`config.mk`:
```
export PLATFORM = sky130hd
export DESIGN_NAME = proj_gfm_collector
export DESIGN_NICKNAME = d
export VERILOG_FILES = /design/src/rtl/proj_gfm_collector.sv
export SDC_FILE = /design/constraint.sdc
export NUM_CORES = 1
export LEC_CHECK = 0
export ABC_AREA = 1
export CORE_ASPECT_RATIO = 0.6
export CORE_MARGIN = 5
export CORE_UTILIZATION = 35
export DETAILED_ROUTE_END_ITERATION = 16
export GPL_TIMING_DRIVEN = 0
export PLACE_DENSITY = 0.59
export SETUP_SLACK_MARGIN = 0.02
export SYNTH_ARGS = -nofsm -noshare
export SYNTH_HDL_FRONTEND = slang
export SYNTH_SLANG_ARGS = --single-unit
```
`constraint.sdc`:
```
create_clock -name clk -period 8.1 [get_ports clk]
set_clock_uncertainty 0.15 [all_clocks]
set_input_delay 0.81 -clock clk [delete_from_list [all_inputs] [get_ports clk]]
set_output_delay 0.81 -clock clk [all_outputs]
set_load 0.03 [all_outputs]
```
`src/rtl/proj_gfm_collector.sv`:
```
// Receive side of the extender stream: decodes one-hot parts, reassembles the packed fragment
// and restores the unsigned k-mer index. Optional PROJ_COLLECTOR_CHECK_EN adds the sticky error flag.
module proj_gfm_collector #(
    parameter int FRAG_LEN_BITS     = 256,
    parameter int FRAG_SIZE         = 128,
    parameter int KMER_SIZE         = 16,
    parameter int INDICE_LEN        = 16,
    parameter int SIGNED_INDICE_LEN = 17,
    parameter int FRAG_PART         = 16,
    parameter int FRAG_PART_ONE_HOT = 32,
    parameter int BASE_LEN          = 2,
    parameter int ONE_HOT_LEN       = 4
) (
    input  logic                         clk,
    input  logic                         rst,
    input  logic                         in_valid,
    output logic                         in_ready,
    input  logic [SIGNED_INDICE_LEN-1:0] in_index,
    input  logic [FRAG_PART_ONE_HOT-1:0] in_gfm,
    output logic                         out_valid,
    input  logic                         out_ready,
    output logic [FRAG_LEN_BITS-1:0]     out_fragment,
    output logic [INDICE_LEN-1:0]        out_index,
    output logic                         out_err
);

    // state   | meaning
    // COLLECT | accepting parts 0..PARTS-1 into the fragment register
    // FULL    | fragment complete, presented on out_*; only a part-0 beat may enter with the transfer

    localparam int PARTS     = FRAG_LEN_BITS / FRAG_PART;
    localparam int PART_BITS = $clog2(PARTS);
    localparam int OFFSET    = (FRAG_SIZE - KMER_SIZE) >> 1;
    localparam int BASES     = FRAG_PART / BASE_LEN;

    localparam logic [SIGNED_INDICE_LEN-1:0] OFFSET_S  = SIGNED_INDICE_LEN'(OFFSET);
    localparam logic [PART_BITS-1:0]         LAST_PART = PART_BITS'(PARTS - 1);
    localparam logic [PART_BITS-1:0]         ONE_PART  = PART_BITS'(1);

    typedef enum logic {
        COLLECT = 1'b0,
        FULL    = 1'b1
    } state_t;

    state_t                         state;
    state_t                         state_nxt;
    logic [PART_BITS-1:0]           part_cnt;
    logic [FRAG_LEN_BITS-1:0]       frag_reg;
    logic [SIGNED_INDICE_LEN-1:0]   idx_sum;
    logic [SIGNED_INDICE_LEN-1:0]   in_sum;
    logic [FRAG_PART-1:0]           dec_part;
    logic                           accept;

    function automatic logic [BASE_LEN-1:0] decode_base(input logic [ONE_HOT_LEN-1:0] oh);
        logic [BASE_LEN-1:0] code;
        case (oh)
            4'b0001: code = BASE_LEN'(0);
            4'b0010: code = BASE_LEN'(1);
            4'b0100: code = BASE_LEN'(2);
            4'b1000: code = BASE_LEN'(3);
            default: code = BASE_LEN'(0);
        endcase
        return code;
    endfunction

    always_comb begin
        dec_part = '0;
        for (int i = 0; i < BASES; i++) begin
            dec_part[i*BASE_LEN +: BASE_LEN] = decode_base(in_gfm[i*ONE_HOT_LEN +: ONE_HOT_LEN]);
        end
    end

    // Store the already re-centred index so out_index is a plain register read in FULL.
    assign in_sum = in_index + OFFSET_S;
    assign accept = in_valid && in_ready;

    always_ff @(posedge clk) begin
        if (rst) begin
            state <= COLLECT;
        end else begin
            state <= state_nxt;
        end
    end

    always_comb begin
        state_nxt = state;
        in_ready  = 1'b1;
        out_valid = 1'b0;
        case (state)
            COLLECT: begin
                if (in_valid && (part_cnt == LAST_PART)) begin
                    state_nxt = FULL;
                end
            end
            FULL: begin
                out_valid = 1'b1;
                in_ready  = out_ready;
                if (out_ready) begin
                    state_nxt = COLLECT;
                end
            end
            default: state_nxt = COLLECT;
        endcase
    end

    always_ff @(posedge clk) begin
        if (rst) begin
            part_cnt <= '0;
            frag_reg <= '0;
            idx_sum  <= '0;
        end else if (accept) begin
            frag_reg[part_cnt*FRAG_PART +: FRAG_PART] <= dec_part;
            part_cnt <= (part_cnt == LAST_PART) ? '0 : part_cnt + ONE_PART;
            if (part_cnt == '0) begin
                idx_sum <= in_sum;
            end
        end
    end

    assign out_fragment = frag_reg;
    assign out_index    = idx_sum[INDICE_LEN-1:0];

`ifdef PROJ_COLLECTOR_CHECK_EN
    logic err_reg;
    logic beat_bad;

    function automatic logic is_one_hot(input logic [ONE_HOT_LEN-1:0] oh);
        return (oh == 4'b0001) || (oh == 4'b0010) || (oh == 4'b0100) || (oh == 4'b1000);
    endfunction

    always_comb begin
        beat_bad = 1'b0;
        for (int i = 0; i < BASES; i++) begin
            if (!is_one_hot(in_gfm[i*ONE_HOT_LEN +: ONE_HOT_LEN])) begin
                beat_bad = 1'b1;
            end
        end
    end

    // Adding OFFSET is a bijection mod 2^SIGNED_INDICE_LEN, so comparing sums equals comparing raw indices.
    always_ff @(posedge clk) begin
        if (rst) begin
            err_reg <= 1'b0;
        end else if (accept) begin
            if (part_cnt == '0) begin
                err_reg <= beat_bad | in_sum[SIGNED_INDICE_LEN-1];
            end else begin
                err_reg <= err_reg | beat_bad | (in_sum != idx_sum);
            end
        end
    end

    assign out_err = out_valid & err_reg;
`else
    logic unused_sum_msb;

    assign unused_sum_msb = idx_sum[SIGNED_INDICE_LEN-1];
    assign out_err        = 1'b0;
`endif

endmodule

```
Word level (Yosys, flattened, before mapping)
Index checks and enable logic that the tools add are counted.
Word-level totals
  register bits after elaboration: 277
  bits of input ports: 53
  output and inout bits: 275
  word-level logic and storage cells: 54
Cells by class
  $add $sub $neg: 3
  equal/unequal tests: 25
  shifts and indexed selects: 2
  multiplexer cells: 15
  bitwise logic cells: 1
  reductions and logical operators: 4
Operators by type and width (number)
  $bwmux 256: 1
  $shift 16x34->256 const A: 1
  $shiftx 16x34->256: 1
  $pmux 2 s3: 8
  $eq 4x4->1 const B: 9
  $neg 8->34: 1
  $eq 4x2->1 const B: 8
  $eq 4x3->1 const B: 8
  $add 16x6->16 const B: 1
  $add 4x1->4 const B: 1
  $logic_not 4->1: 1
  $mux 1: 4
  $mux 4: 1
  $logic_and 1x1->1: 2
  $pmux 1 s2: 1
  $reduce_and 2->1: 1
  $not 1->1: 1

Depth between registers and ports, before layout
Gate-level depths: netlist (run 1).
  depth after elaboration: 4
  mapped depth: 16
  gate-level depth less buffers: 13

Worst setup path after synthesis (run 1)
Ideal clock, no wire load.
  path type: register to register
  start: register part_cnt[0]
  end: register frag_reg[12], in the netlist out_fragment[12]
  library setup time: 0.115 ns
  arrival time: 2.318 ns
  required time: 7.835 ns
  path slack: 5.516 ns
  cell stages (with the launch flop): 15
  path buffers: 3
  clock period less this slack: 2.584 ns
  cells stage by stage: dfxtp_1 -> inv_1 -> buf_2 -> clkbuf_1 -> ha_1 -> nand2_1 -> nand2_2 -> nand2_1 -> nor2_1 -> inv_2 -> nor2_4 -> buf_2 -> nand3_1 -> nand2_1 -> nor2_1
Between the ends
  cells in the longest elaborated chain, start to end: 3
  elaborated cells between the ends (all ways): 4
  those cells by class: add/sub (1); shift (2); mux (1)
Ends and longest elaborated chain
  start, declared: RTL line 47  | logic [PART_BITS-1:0] part_cnt;
  start signal, assigned: RTL line 113  | part_cnt <= (part_cnt == LAST_PART) ? '0 : part_cnt + ONE_PART;
  $neg 8->34 *: RTL line 112  | frag_reg[part_cnt*FRAG_PART +: FRAG_PART] <= dec_part;
  $shiftx 16x34->256 / $shift 16x34->256 (equally long branches): RTL line 112
  $bwmux 256 *: RTL line 112
  end signal, assigned by index: RTL line 112
  end, declared: RTL line 48  | logic [FRAG_LEN_BITS-1:0] frag_reg;
Mark *: on every way between the ends. The rest lies on a longest branch, timed or not.
A chain may end at the register's enable or synchronous reset.

Worst setup path after layout (run 1)
  start: register part_cnt[0]
  end: register frag_reg[213], in the netlist out_fragment[213]
Same word-level chain as after synthesis.

==> results of run 1 <==
-- metrics by stage --
stage          power (mW)  instance area (µm²)
3_5_place_dp        1.757                16400
4_1_cts             3.113                17340
5_1_grt             3.198                17340
3_3_place_gp        1.753                16370
6_report            3.091                17340
2_1_floorplan       1.611                12530
-- cells by family after synthesis --
family / after synthesis / share of synthesized area, %
flops: 277 / 44.26
buf+inv: 294 / 9.388
other cells: 1 / 0.02993
simple gates: 1213 / 40.36
compound gates: 126 / 5.213
xor+xnor: 5 / 0.3495
fa+ha+maj: 4 / 0.3995
-- layer usage --
layer | global-route usage (%) | vias to the layer above
met3 | 5.581 | 79
met5 | 0 | -
met1 | 36.38 | 6208
met4 | 6.260 | 0
met2 | 37.51 | 517
li1 | - | 6658
-- flip-flops by register name, indices dropped and copies added, names as in the netlist --
register,cells
state,1
part_cnt,4
idx_sum,16
out_fragment,256
-- worst paths after layout --
kind	start	cells past startpoint	endpoint
worst min register to register	out_fragment[58]	2	out_fragment[58]
worst max-delay path	part_cnt[0]	14	out_fragment[213]
worst max register to register	part_cnt[0]	14	out_fragment[213]
worst min-delay path	out_fragment[58]	2	out_fragment[58]
-- synth_stat cells (2+ instances only) --
| cell type | instances |
|---|---|
| nand2_1 | 441 |
| clkbuf_1 | 36 |
| buf_1 | 26 |
| nand3_2 | 2 |
| nand2_4 | 2 |
| inv_1 | 176 |
| a31oi_1 | 2 |
| nor2_1 | 523 |
| o21ai_1 | 10 |
| a21boi_0 | 4 |
| nand3_1 | 175 |
| inv_2 | 6 |
| buf_4 | 4 |
| or2_2 | 2 |
| ha_1 | 4 |
| nand4_1 | 38 |
| nand2_2 | 4 |
| nor2_2 | 8 |
| xor2_1 | 4 |
| dfxtp_1 | 277 |
| nor2_4 | 8 |
| nor3_1 | 4 |
| o21ai_0 | 48 |
| a21oi_1 | 59 |
| buf_2 | 46 |
-- worst min-delay path: stages (launching register included) --
cell and delay (ps):
dfxtp_1 330, nor2_1 50, nor2_1 60
-- power by group through the flow --
stage               sequential [mW]  combinational, mW  clock, mW
floorplan                      1.44              0.173          0
global placement               1.41              0.338          0
detailed placement             1.41              0.343          0
CTS                            1.38              0.344       1.39
global route                   1.38              0.377       1.44
finish                         1.38              0.349       1.36
-- area by class of cell --
| type | count | area share, % |
|---|---|---|
| buffer | 112 | 2.843 |
| clock buffer | 39 | 4.574 |
| clock inverter | 12 | 0.8441 |
| inverter | 182 | 3.939 |
| multi-input combinational | 1349 | 33.48 |
| sequential | 277 | 31.97 |
| tap | 467 | 3.369 |
| timing repair buffer | 329 | 18.97 |
==> impl_metrics.tcl, run 1 <==
set metrics [dict create \
    yosysSeqAreaShare_pct 44.26 \
    multi_input_area_um2 5807 \
    setup_slack_ps 4513 \
    gp_congestion 0.9323 \
    final_layout_size_suffix_gt1_share_pct 5.913 \
    clk_latency_ps 560 \
    place_ws_ps 4615 \
    ant_nets 0 \
    layout_common_cells "523 x nor2_1, 441 x nand2_1, 325 x clkdlybuf4s50_1" \
    ff_latch_area_um2 5545 \
    htreeDepth 1 \
    p_per_area_nw_per_um2 178.2 \
    hp-class "reg2reg" \
    track_usage_pct 24.95 \
    clockPowerShare_pct 43.9 \
    yosysTopAreaCellShare_pct 44.26 \
    max-vdd-ir-drop_mv 0.1637 \
    synth-edff-count 0 \
    p_comb_share_pct 11.3 \
    drt-initial-drc-count 1183 \
    critPathCaptureType "flip-flop" \
    slew-limit-headroom_pct 17.58 \
    synth_area_leaders "dfxtp_1 44%, nor2_1 16%, nand2_1 13%, nand3_1 7.0%, inv_1 5.3%" \
    p_int_mw 2.254 \
    cts_resized 0 \
    tns_ps 0 \
    dp.cells 2716 \
    final_core_util_pct 49.35 \
    synth_area_leader_cell "dfxtp_1" \
    crit_family "simple AND/OR/NAND/NOR gates" \
    yosysWarnings 0 \
    grt_pass1_vias 12600 \
    top_layer "met4" \
    grt_max_degree 15 \
    numPortBuffers 325 \
    critPathSlowestCell "clkbuf_1" \
    swShare_pct 27.07 \
    criticalPathCategory "reg2reg" \
    p_leak_nw 7.462 \
    start_kind "flip-flop" \
    final_common_cell "nor2_1" \
    critPathRequiredTime_ps 8400 \
    grt_pass1_wl_mm 76.93 \
    critical_path.cell_chain "inv_1, buf_2, clkbuf_1, ha_1, nand2_1, nand2_2, nand2_1, nor2_2, inv_2, nor2_2, buf_2, nand2_1, nand2_1, nor2_1" \
    hold_viol 0 \
    fillers 3525 \
    cts.clk_slew.worst_paths_ps 60 \
    crit_path_frequent_cell "nand2_1" \
    syn_inst 1920 \
    status "finished clean" \
    drv_cap 0 \
    max_stage_delay_ps 550 \
    syn_to_final_growth_pct 38.43 \
    start_util_pct 35.65 \
    die-area_um2 39800 \
    async_reset_ff_share_pct 0 \
    viasPerCell 4.865 \
    overflow 0 \
    vias 13460 \
    critPathBufInv 5 \
    fmax_ghz 0.2788 \
    synth_seq_cells 277 \
    core_area_um2 35150 \
    finish.net_count 2336 \
    cts.sinks 277 \
    first_pass_iters 6 \
    rsz0062_at_grt "no" \
    final.min_clock_period_ps 3587 \
    syn-cell-area_um2 12530 \
    wl_met1_mm 24.43 \
    syn_avg_cell_area_um2 6.525 \
    syn-num-nets 1977 \
    wl_per_cell_um 18.69 \
    timing.final.crit_share_pct 44.28 \
    holdBufCountCts 0 \
    worst_pin_slew_ps 1232 \
    dr_wl_met2_mm 21.61 \
    switchingPower_mw 0.8366 \
    dieWidth_um 254.3 \
    drt_wl_total_mm 51.73 \
    worstPathArrival_ps 3890 \
    hpwl_mm 40.31 \
    yosys_most_used_dff "dfxtp_1" \
    drc_errors 0 \
    die_y_um 156.6 \
    power_frac_seq_pct 44.8 \
    cts_made_buffers 28 \
    cts_tree "yes" \
    finalMaxSlewViolations 0 \
    rows 53 \
    pin_count 328 \
    cts.path.max_buffers 3 \
    fin_hold_ws_ps 317.9 \
    antenna_found_initial 0 \
    diodes 0 \
    cts_setup_buffers 0 \
    setup_viol 0 \
    cts_root_buf "clkbuf_16" \
    crit_fanout 10 \
    dr_wl_met3_mm 4.322 \
    yosys.cell_types.count 36 \
    regToRegSetupSlack_ps 4510 \
    layoutNonFillerInstCount 2767 \
]
Power figures use the tool's default switching activity.
==> inputs of run 2 (changes only) <==
clock period = 3.6 ns   (was 8.1 ns; I/O delays follow)
==> run 2 against run 1 <==
Compared with the run above: clock-buffer cell count is the same; fmax grew 5.3%; combinational power grew 130%; sequential share of layout area is essentially flat; first-iteration DRC count shrank 0.59%; clock power grew 120%; largest power group unchanged; highest routed layer unchanged.
==> impl_metrics.tcl, run 2 (synthesis results as in run 1) <==
set metrics [dict create \
    fillers 3525 \
    clk_latency_ps 560 \
    largest_reg_flops 256 \
    criticalPathCategory "reg2reg" \
    dp.cells 2716 \
    first_pass_iters 6 \
    critical_path.cell_chain "inv_1, buf_2, clkbuf_2, ha_1, buf_1, buf_2, buf_1, a21oi_1, nor2_1" \
    status "finished clean" \
    clockPowerShare_pct 43.9 \
    max_stage_delay_ps 560 \
    critPathRequiredTime_ps 3940 \
    rsz0062_at_grt "no" \
    setup_viol 0 \
    swShare_pct 27.04 \
    rows 53 \
    hold_viol 0 \
    p_comb_share_pct 11.3 \
    cts.path.max_buffers 3 \
    track_usage_pct 24.95 \
    overflow 0 \
    dieWidth_um 254.3 \
    p_int_mw 5.072 \
    drt_wl_total_mm 51.75 \
    grt_pass1_vias 12600 \
    htreeDepth 1 \
    power_frac_seq_pct 44.8 \
    max-vdd-ir-drop_mv 0.3688 \
    final_layout_size_suffix_gt1_share_pct 5.957 \
    drv_cap 0 \
    setup_slack_ps 193.2 \
    die_y_um 156.6 \
    drt-initial-drc-count 1176 \
    finish.net_count 2336 \
    antenna_found_initial 0 \
    core_area_um2 35150 \
    worstPathArrival_ps 3750 \
    numPortBuffers 325 \
    critPathSlowestCell "buf_1" \
    slew-limit-headroom_pct 15.56 \
    syn_to_final_growth_pct 38.44 \
    layoutNonFillerInstCount 2767 \
    grt_pass1_wl_mm 76.93 \
    cts.clk_slew.worst_paths_ps 60 \
    cts_tree "yes" \
    die-area_um2 39800 \
    final_common_cell "nor2_1" \
    hp-class "in2reg" \
    viasPerCell 4.863 \
    pin_count 328 \
    drc_errors 0 \
    diodes 0 \
    place_ws_ps 119.6 \
    crit_fanout 10 \
    stdcell_area_um2 17340 \
    wl_per_cell_um 18.70 \
    layout_common_cells "523 x nor2_1, 441 x nand2_1, 325 x clkdlybuf4s50_1" \
    finalMaxSlewViolations 0 \
    worst_pin_slew_ps 1262 \
    cts.sinks 277 \
    cts_made_buffers 28 \
    gp_congestion 0.9323 \
    switchingPower_mw 1.880 \
    p_leak_nw 7.465 \
    cts_root_buf "clkbuf_16" \
    tns_ps 0 \
    fmax_ghz 0.2935 \
    grt_max_degree 15 \
    hpwl_mm 40.31 \
    final.min_clock_period_ps 3407 \
    timing.final.crit_share_pct 94.63 \
    place_area_um2 16400 \
    start_kind "flip-flop" \
    ant_nets 0 \
    total_power_mw 6.952 \
    vias 13460 \
    holdBufCountCts 0 \
    start_util_pct 35.65 \
    critPathCaptureType "flip-flop" \
    p_per_area_nw_per_um2 400.8 \
]
## run 2: metrics by stage
| stage | utilization, % | hold WS [ps] |
|---|---|---|
| after floorplan | - | 300.1 |
| after global placement | 46.56 | 304.6 |
| after detailed placement | 46.67 | 307.1 |
| after CTS | 49.35 | 215.0 |
| after global routing | 49.35 | 250.5 |
| final | 49.35 | 236.6 |
## run 2: final cells by class
class                           count  area, µm²  share of cell area, %
Clock buffer                       39      793.3                  4.574
Clock inverter                     12      146.4                 0.8440
Multi-Input combinational cell   1349       5807                  33.48
Timing Repair Buffer              329       3291                  18.97
Inverter                          182      683.2                  3.939
Buffer                            112      494.2                  2.850
Sequential cell                   277       5545                  31.97
Tap cell                          467      584.3                  3.369
## run 2: worst max-delay path: cells and delay by family (launching register included)
kind                     cells  cell delay, ps
AO/OA/AOI/OAI                1             150
adder cells (fa/ha/maj)      1             450
buffers and inverters        6            1980
flip-flops                   1             450
AND/OR/NAND/NOR              1             130
## run 2: final timing paths
check / start / to / cells past startpoint / slack (ps)
setup / recovery: part_cnt[0] / out_fragment[108] / 9 / 190
hold / removal: in_index[0] / idx_sum[0] / 3 / 240
setup reg to reg: part_cnt[0] / out_fragment[108] / 9 / 190
hold reg to reg: out_fragment[58] / out_fragment[58] / 2 / 320
## run 2: per-layer routing
metal	track usage, %	share of wire, %
met1	36.38	47
met2	37.51	42
met3	5.581	8.2
met4	6.260	2.6
met5	0	0
## run 2: timing repair
action	4_1_cts	5_1_grt
setup endpoints to repair	0	139
resized for setup	0	2
buffers inserted	0	0
## run 2: power by group through the flow
stage / Combinational (mW) / Sequential [mW] / Clock (mW)
5_1_grt: 0.849 / 3.12 / 3.23
4_1_cts: 0.774 / 3.11 / 3.12
2_1_floorplan: 0.390 / 3.23 / 0
3_3_place_gp: 0.760 / 3.18 / 0
6_report: 0.786 / 3.11 / 3.05
3_5_place_dp: 0.771 / 3.18 / 0
==> inputs of run 3 (changes only) <==
==> constraint.sdc (replaced) <==
create_clock -name clk -period 3.6 [get_ports clk]
set_clock_uncertainty 0.15 [all_clocks]
set_input_delay 0.54 -clock clk [delete_from_list [all_inputs] [get_ports clk]]
set_output_delay 0.54 -clock clk [all_outputs]
set_load 0.03 [all_outputs]
==> results of run 3 <==
Same layout as run 2 (identical final DEF). Status: finished clean.
Main changes from that run: hold slack 236.6 ps -> 317.9 ps; end point of the worst hold path idx_sum[0] -> out_fragment[58]
